**src/rtl/stopwatch_counter.sv**
```systemverilog
// -----------------------------------------------------------------------------
// stopwatch_counter
//
// Four-digit BCD stopwatch (SS.hh, 00.00 .. 99.99) run by the game FSM.
// A prescaler divides the system clock down to hundredths of a second. Each
// prescaler tick advances a ripple-carry BCD count by one hundredth.
//
// Ports
//   clk_i       in   1   system clock
//   res_i       in   1   synchronous active-high reset (highest priority)
//   game_res_i  in   1   in-game clear from the FSM; same effect as res_i
//   pause_i     in   1   freeze counting (prescaler and digits hold)
//   digits_o    out  16  {sec_tens, sec_ones, cs_tens, cs_ones}, BCD
//   win_o       out  1   whole, non-zero second is shown (decode of digits)
//   wrap_o      out  1   sticky: count rolled 99.99 -> 00.00 since last clear
//
// Parameter
//   TICKS_PER_CS  clock cycles per hundredth of a second (>= 1)
// -----------------------------------------------------------------------------
module stopwatch_counter #(
    parameter int unsigned TICKS_PER_CS = 500_000
) (
    input  logic        clk_i,
    input  logic        res_i,
    input  logic        game_res_i,
    input  logic        pause_i,
    output logic [15:0] digits_o,
    output logic        win_o,
    output logic        wrap_o
);

    // A one-cycle prescaler still needs one bit so the register is legal.
    localparam int unsigned PRESC_W = (TICKS_PER_CS > 32'd1) ? $clog2(TICKS_PER_CS) : 32'd1;
    localparam logic [PRESC_W-1:0] PRESC_LAST = PRESC_W'(TICKS_PER_CS - 32'd1);

    // One BCD digit step: returns {carry_out, next_digit}. Any value at or
    // above 9 rolls to 0 so an upset digit can never stick outside 0..9.
    function automatic logic [4:0] bcd_digit_inc(input logic [3:0] digit, input logic carry_in);
        logic [4:0] result;
        if (!carry_in) begin
            result = {1'b0, digit};
        end else if (digit >= 4'd9) begin
            result = {1'b1, 4'd0};
        end else begin
            result = {1'b0, digit + 4'd1};
        end
        return result;
    endfunction

    // Whole-count increment by one hundredth: returns {wrap_carry, next_value}.
    function automatic logic [16:0] bcd_count_inc(input logic [15:0] value);
        logic [4:0] cs_ones;
        logic [4:0] cs_tens;
        logic [4:0] sec_ones;
        logic [4:0] sec_tens;
        cs_ones  = bcd_digit_inc(value[3:0],   1'b1);
        cs_tens  = bcd_digit_inc(value[7:4],   cs_ones[4]);
        sec_ones = bcd_digit_inc(value[11:8],  cs_tens[4]);
        sec_tens = bcd_digit_inc(value[15:12], sec_ones[4]);
        return {sec_tens[4], sec_tens[3:0], sec_ones[3:0], cs_tens[3:0], cs_ones[3:0]};
    endfunction

    logic [15:0]        digits_r;
    logic [PRESC_W-1:0] presc_r;
    logic               wrap_r;
    logic               tick_s;
    logic [16:0]        inc_s;
    logic               win_s;

    // Tick qualification, next BCD value and the win decode of the digit registers.
    always_comb begin
        tick_s = 1'b0;
        inc_s  = 17'd0;
        win_s  = 1'b0;
        if ((presc_r == PRESC_LAST) && !pause_i) begin
            tick_s = 1'b1;
        end else begin
            tick_s = 1'b0;
        end
        inc_s = bcd_count_inc(digits_r);
        // A whole second with zero hundredths; 00.00 (also after a wrap) is never a win.
        if ((digits_r[7:0] == 8'h00) && (digits_r[15:8] != 8'h00)) begin
            win_s = 1'b1;
        end else begin
            win_s = 1'b0;
        end
    end

    // Prescaler, BCD count and sticky wrap flag; clears beat pause, pause beats counting.
    always_ff @(posedge clk_i) begin
        if (res_i) begin
            digits_r <= 16'h0000;
            presc_r  <= '0;
            wrap_r   <= 1'b0;
        end else if (game_res_i) begin
            digits_r <= 16'h0000;
            presc_r  <= '0;
            wrap_r   <= 1'b0;
        end else if (tick_s) begin
            presc_r  <= '0;
            digits_r <= inc_s[15:0];
            if (inc_s[16]) begin
                wrap_r <= 1'b1;
            end else begin
                wrap_r <= wrap_r;
            end
        end else if (!pause_i) begin
            presc_r  <= presc_r + PRESC_W'(1);
            digits_r <= digits_r;
            wrap_r   <= wrap_r;
        end else begin
            // Paused: keep the partial hundredth so counting resumes where it left off.
            presc_r  <= presc_r;
            digits_r <= digits_r;
            wrap_r   <= wrap_r;
        end
    end

    assign digits_o = digits_r;
    assign win_o    = win_s;
    assign wrap_o   = wrap_r;

endmodule

```
**config.mk**
```make
export PLATFORM = sky130hd
export DESIGN_NAME = stopwatch_counter
export DESIGN_NICKNAME = d
export VERILOG_FILES = /design/src/rtl/stopwatch_counter.sv
export SDC_FILE = /design/constraint.sdc
export NUM_CORES = 1
export LEC_CHECK = 0
export CORE_ASPECT_RATIO = 0.8
export CORE_MARGIN = 5
export CORE_UTILIZATION = 23
export DETAILED_ROUTE_END_ITERATION = 6
export GPL_ROUTABILITY_DRIVEN = 0
export GPL_TIMING_DRIVEN = 0
export SLEW_MARGIN = 20
export SYNTH_ARGS = -nofsm -noshare
export SYNTH_HDL_FRONTEND = slang
export SYNTH_SLANG_ARGS = --single-unit
```
**constraint.sdc**
```tcl
create_clock -name clk_i -period 6.8 [get_ports clk_i]
set_clock_uncertainty 0.05 [all_clocks]
set_input_delay 1.36 -clock clk_i [delete_from_list [all_inputs] [get_ports clk_i]]
set_output_delay 1.36 -clock clk_i [all_outputs]
set_load 0.02 [all_outputs]
```
## After elaboration in Yosys (flattened, before gate mapping)

Cells that the tools add are included.

| operators by class | value |
|---|---|
| reductions and logical operators | 11 |
| shifts and indexed selects | 0 |
| divide/modulo/power cells | 0 |
| $lt $le $gt $ge | 4 |
| multiplexer cells | 9 |
| add/subtract/negate cells | 5 |
| eq/ne operators | 1 |
| bitwise gates (word level) | 0 |
| multiply operators | 0 |

Operators by type and width:

| operator | number |
|---|---|
| $mux 5 | 7 |
| $add 19x1->19 const B | 1 |
| $eq 19x19->1 const B | 1 |
| $add 4x1->4 const B | 4 |
| $ge 4x4->1 const B | 4 |
| $logic_not 8->1 | 1 |
| $reduce_and 2->1 | 4 |
| $reduce_bool 8->1 | 1 |
| $reduce_or 3->1 | 1 |
| $logic_and 1x1->1 | 2 |
| $mux 1 | 2 |
| $reduce_or 2->1 | 1 |
| $logic_not 1->1 | 1 |

| storage, ports and cells | value |
|---|---|
| flip-flop bits (word level) | 36 |
| output and inout bits | 18 |
| ROM bits | 0 |
| word-level logic and storage cells | 36 |
| memories | 0 |
| memory bits (writable) | 0 |
| latch bits | 0 |

## Logic depth before layout (Yosys ltp)

Gate-level depths: netlist of run 1.

| logic depth | value |
|---|---|
| word-level depth | 6 |
| gate-level depth with buffers | 8 |
| mapped depth without buffers | 7 |

## Least setup slack after synthesis of run 1

OpenSTA, ideal clock, no wires.

| timing path | value |
|---|---|
| kind | input port to flip-flop |
| start point | in pause_i |
| end point | reg digits_r[14], in the netlist digits_o[14] |
| setup slack | 3.476 ns |
| stages | 7 |
| arrival | 3.147 ns |
| data required time | 6.624 ns |
| setup time | 0.126 ns |
| path buffers | 2 |
| cell sequence | nand4b_2 or4_4 buf_6 or4_1 buf_2 o211ai_1 nand3_1 |

| on the way | value |
|---|---|
| word-level cells in the longest chain between the ends | 4 |

RTL lines:

| element | RTL line | RTL |
|---|---|---|
| start, declared | 26 | `input logic pause_i,` |
| $logic_not 1->1 | n/a |  |
| $logic_and 1x1->1 | 75 | `if ((presc_r == PRESC_LAST) && !pause_i) begin` |
| $mux 1 | 75 |  |
| $reduce_and 2->1 (no line) | n/a |  |
| end signal, assigned | 101 | `digits_r <= inc_s[15:0];` |
| end signal, assigned | 109 | `digits_r <= digits_r;` |
| end signal, assigned | 114 | `digits_r <= digits_r;` |
| end, declared | 63 | `logic [15:0] digits_r;` |

No other way between the ends.
A chain may end at the register's enable or synchronous reset.

## Final worst setup path of run 1

| timing path | value |
|---|---|
| start point | in pause_i |
| end point | reg digits_r[15], in the netlist digits_o[15] |

Same word-level chain as after synthesis.

==> results by group, run 1 <==
Status
  – Status: completed

Global route
  – GRT Overall Usage: 8.68%
  – Largest net degree at the start of global routing: 11
  – Antenna violations before repair: 0
  – Total grt overflow: 0
  – First-pass GRT wire length: 7460 um
  – Vias in the first global route: 1590

Floorplan
  – Ports: 22
  – Die Height: 91.8 um
  – FP Rows: 29
  – Die Width: 112 um
  – Die Footprint: 0.0103 mm2
  – Core ar.: 0.00806 mm2
  – Initial Util: 23.9%

Clock network
  – Maximum root-to-sink buffer count: 2
  – Post-CTS sizing: 0
  – Setup bufs post-CTS: 0
  – Root buffer cell: clkbuf_8
  – Skew-Pair Late Insertion Delay: 290 ps
  – Clk sinks: 36
  – Hold-fix buffers, CTS: 0
  – CTS tree: built
  – Reg clk slew, reported paths: 70 ps
  – CTS Buf Count: 5
  – H-Tree Depth: 2

Critical path
  – Crit. Startpoint: pause_i
  – Worst R2R End: digits_o[15]
  – Startpoint Class: input port
  – R2r startpoint: presc_r[10]
  – Worst Setup EP: digits_o[15]
  – CP Data Required Time: 6950 ps
  – Critical path arrival: 4030 ps
  – Critical path type: in2reg
  – Top delay family on crit path: simple AND/OR/NAND/NOR gates
  – Worst Path Buf+Inv: 2
  – Worst stage delay on the critical path: 780 ps
  – Crit-path cells: clkdlybuf4s50_1 -> nand4b_2 -> or4_4 -> buf_6 -> nor4_2 -> nand2_1 -> a211oi_1
  – Crit-path slowest cell: nor4_2
  – WP depth: 7
  – Worst Reg-to-Reg Cells: 6
  – Worst Setup End Kind: flop
  – Crit-path max FO: 9
  – Worst R2R Setup Slack: 3960 ps

Logic synthesis
  – Synth warn: 0
  – Cell variety after synth: 45
  – Post-synthesis simple-gate area fraction: 31.4%
  – Most used flip-flop cell after synthesis: dfxtp_1
  – Synth area leaders: dfxtp_1 (37%), ha_1 (9.8%), nor2_1 (6.0%), xnor2_1 (4.6%), xor2_1 (3.6%)
  – XOR/XNOR Fraction of Synth Area: 8.19%
  – Cell count after synthesis: 218
  – Compound-Gate Fraction of Synth Area: 8.71%
  – Flops & latches, synth: 36
  – Post-Syn Area: 0.00192 mm2
  – Post-synth EDFFs: 0
  – Mux share of post-synthesis cell area: 0.520%
  – Syn Area/Cell: 8.83 um2
  – Synth top area share: 37.5%
  – Post-synthesis net count: 237
  – Area leader, netlist: dfxtp_1
  – Register area share after synthesis: 37.5%
  – Asr flop ratio synth: 0%
  – Post-synthesis adder-cell area fraction: 9.75%
  – Largest family of logic cells by synthesized area: simple AND/OR/NAND/NOR gates

Finish
  – NumNets Final: 265
  – FF+latch area: 721 um2
  – Share of layout cells above drive strength 1: 9.72%
  – P&R area growth vs syn: 22.6%
  – Most common cell after layout, fill and taps aside: dfxtp_1
  – Multi-input logic area: 0.00113 mm2
  – Most frequent cells in the layout: dfxtp_1 (36), nor2_1 (31), clkdlybuf4s50_1 (21), nand2_1 (15), ha_1 (15)
  – Final Util: 29.3%
  – Fillers: 861
  – Antenna Cells: 0

Timing
  – Unrepaired setup endpoints after global routing: false
  – Final Hold Viols: 0
  – Setup TNS: 0 ps
  – Final setup fails: 0
  – Upper clock frequency limit: 258 MHz
  – Slew HR: 41.0%
  – Hold WS: 429 ps
  – Tightest Pin Transition: 877 ps
  – Period utilization: 57.1%
  – Final worst path period need: 3880 ps
  – Max-slew violations: 0

Placement
  – DP HPWL: 3100 um
  – PortBufs: 21

Power
  – Switching power: 0.0796 mW
  – Leakage power: 0.811 nW
  – Clock share of power: 41.4%
  – Pwr dens: 160 mW/mm2
  – Fraction of power consumed by sequential logic: 56.1%
  – P_int: 0.298 mW
  – Comb power frac: 2.5%
  – IR Drop Worst-Case VDD: 58.8 uV
  – Sw Ratio: 21.1%

Drt
  – Drt via density: 4.57
  – WL/cell: 12.0 um
  – DRC: 0
  – DRT antenna net count: 0
  – Final WL: 4280 um
  – Initial DRT Pass Iterations: 4
  – Initial DRC count: 63
  – DR vias: 1621

Flow run
  – Total of max-cap violations: 0

Hold path
  – Worst min path class: reg2reg
-- how the worst min path moves through the flow --
stage / startpoint / endpoint / slack, ps / cells past startpoint
floorplan: presc_r[1] / presc_r[1] / 430 / 2
global placement: wrap_o / wrap_o / 400 / 1
detailed placement: wrap_o / wrap_o / 400 / 1
CTS: wrap_o / wrap_o / 420 / 1
global route: wrap_o / wrap_o / 450 / 1
finish: wrap_o / wrap_o / 430 / 1
-- stage by stage --
stage | power (mW) | cells | cell area [um2] | worst slack (ps)
after global placement | 0.226 | 347 | 2270 | 2630
after floorplan | 0.221 | 218 | 1920 | 3480
after CTS | 0.384 | 355 | 2360 | 2920
final | 0.377 | 355 | 2360 | 2920
after detailed placement | 0.226 | 347 | 2270 | 2610
after global routing | 0.392 | 355 | 2360 | 2750
-- layout make-up --
| type | instances | area share [%] |
|---|---|---|
| clock buffer | 8 | 3.82 |
| buffer | 5 | 1.48 |
| timing repair buffer | 21 | 8.91 |
| inverter | 11 | 1.75 |
| sequential | 36 | 30.5 |
| multi-input combinational | 166 | 47.8 |
| tap | 108 | 5.73 |
-- kinds of logic (layout without fill, tap and decap cells) --
| family | count (synthesis) | in the layout |
|---|---|---|
| AND/OR/NAND/NOR | 106 | 106 |
| multiplexers | 1 | 1 |
| XOR/XNOR | 18 | 18 |
| flip-flops | 36 | 36 |
| adder cells (fa/ha/maj) | 15 | 15 |
| AO/OA/AOI/OAI | 26 | 26 |
| buffers and inverters | 16 | 45 |
-- cell usage after synthesis, drive strengths merged, types with 5 or more instances --
cell	instances
dfxtp	36
nor2	32
ha	15
nand2	15
nand3	13
inv	11
xnor2	10
a21oi	9
nor3	8
xor2	8
nand4	6
nor4	5
-- registers in the layout, summed over array words and instances, names as in the netlist --
register  count
digits_o     16
presc_r      19
wrap_o        1
-- power by group through the flow --
stage	sequential, mW	combinational (mW)	clock, mW
3_3_place_gp	0.216	0.00937	0
2_1_floorplan	0.216	0.00523	0
5_1_grt	0.211	0.0105	0.170
6_report	0.212	0.00931	0.156
3_5_place_dp	0.216	0.00957	0
4_1_cts	0.211	0.00961	0.163
-- metal layers --
metal,GRT usage [%],up-vias,routed length [um]
met4,2.70,0,43
met3,2.57,6,220
met5,0,-,0
met2,13.3,24,1860
met1,11.8,767,2150
li1,-,824,-
Note: power is estimated with default switching activity, not from simulation.
==> inputs of run 2 (changes only) <==
clock period = 3.6 ns   (was 6.8 ns; I/O delays follow)
==> results of run 2 <==
Same layout as run 1 (identical final DEF). Status: completed.
Among the figures that moved: setup slack after placement 2610 ps -> 54.5 ps; setup slack after layout 2920 ps -> 359 ps; register-to-register setup slack 3960 ps -> 760 ps; total power 0.377 mW -> 0.712 mW; worst IR drop on VDD 58.8 uV -> 111 uV
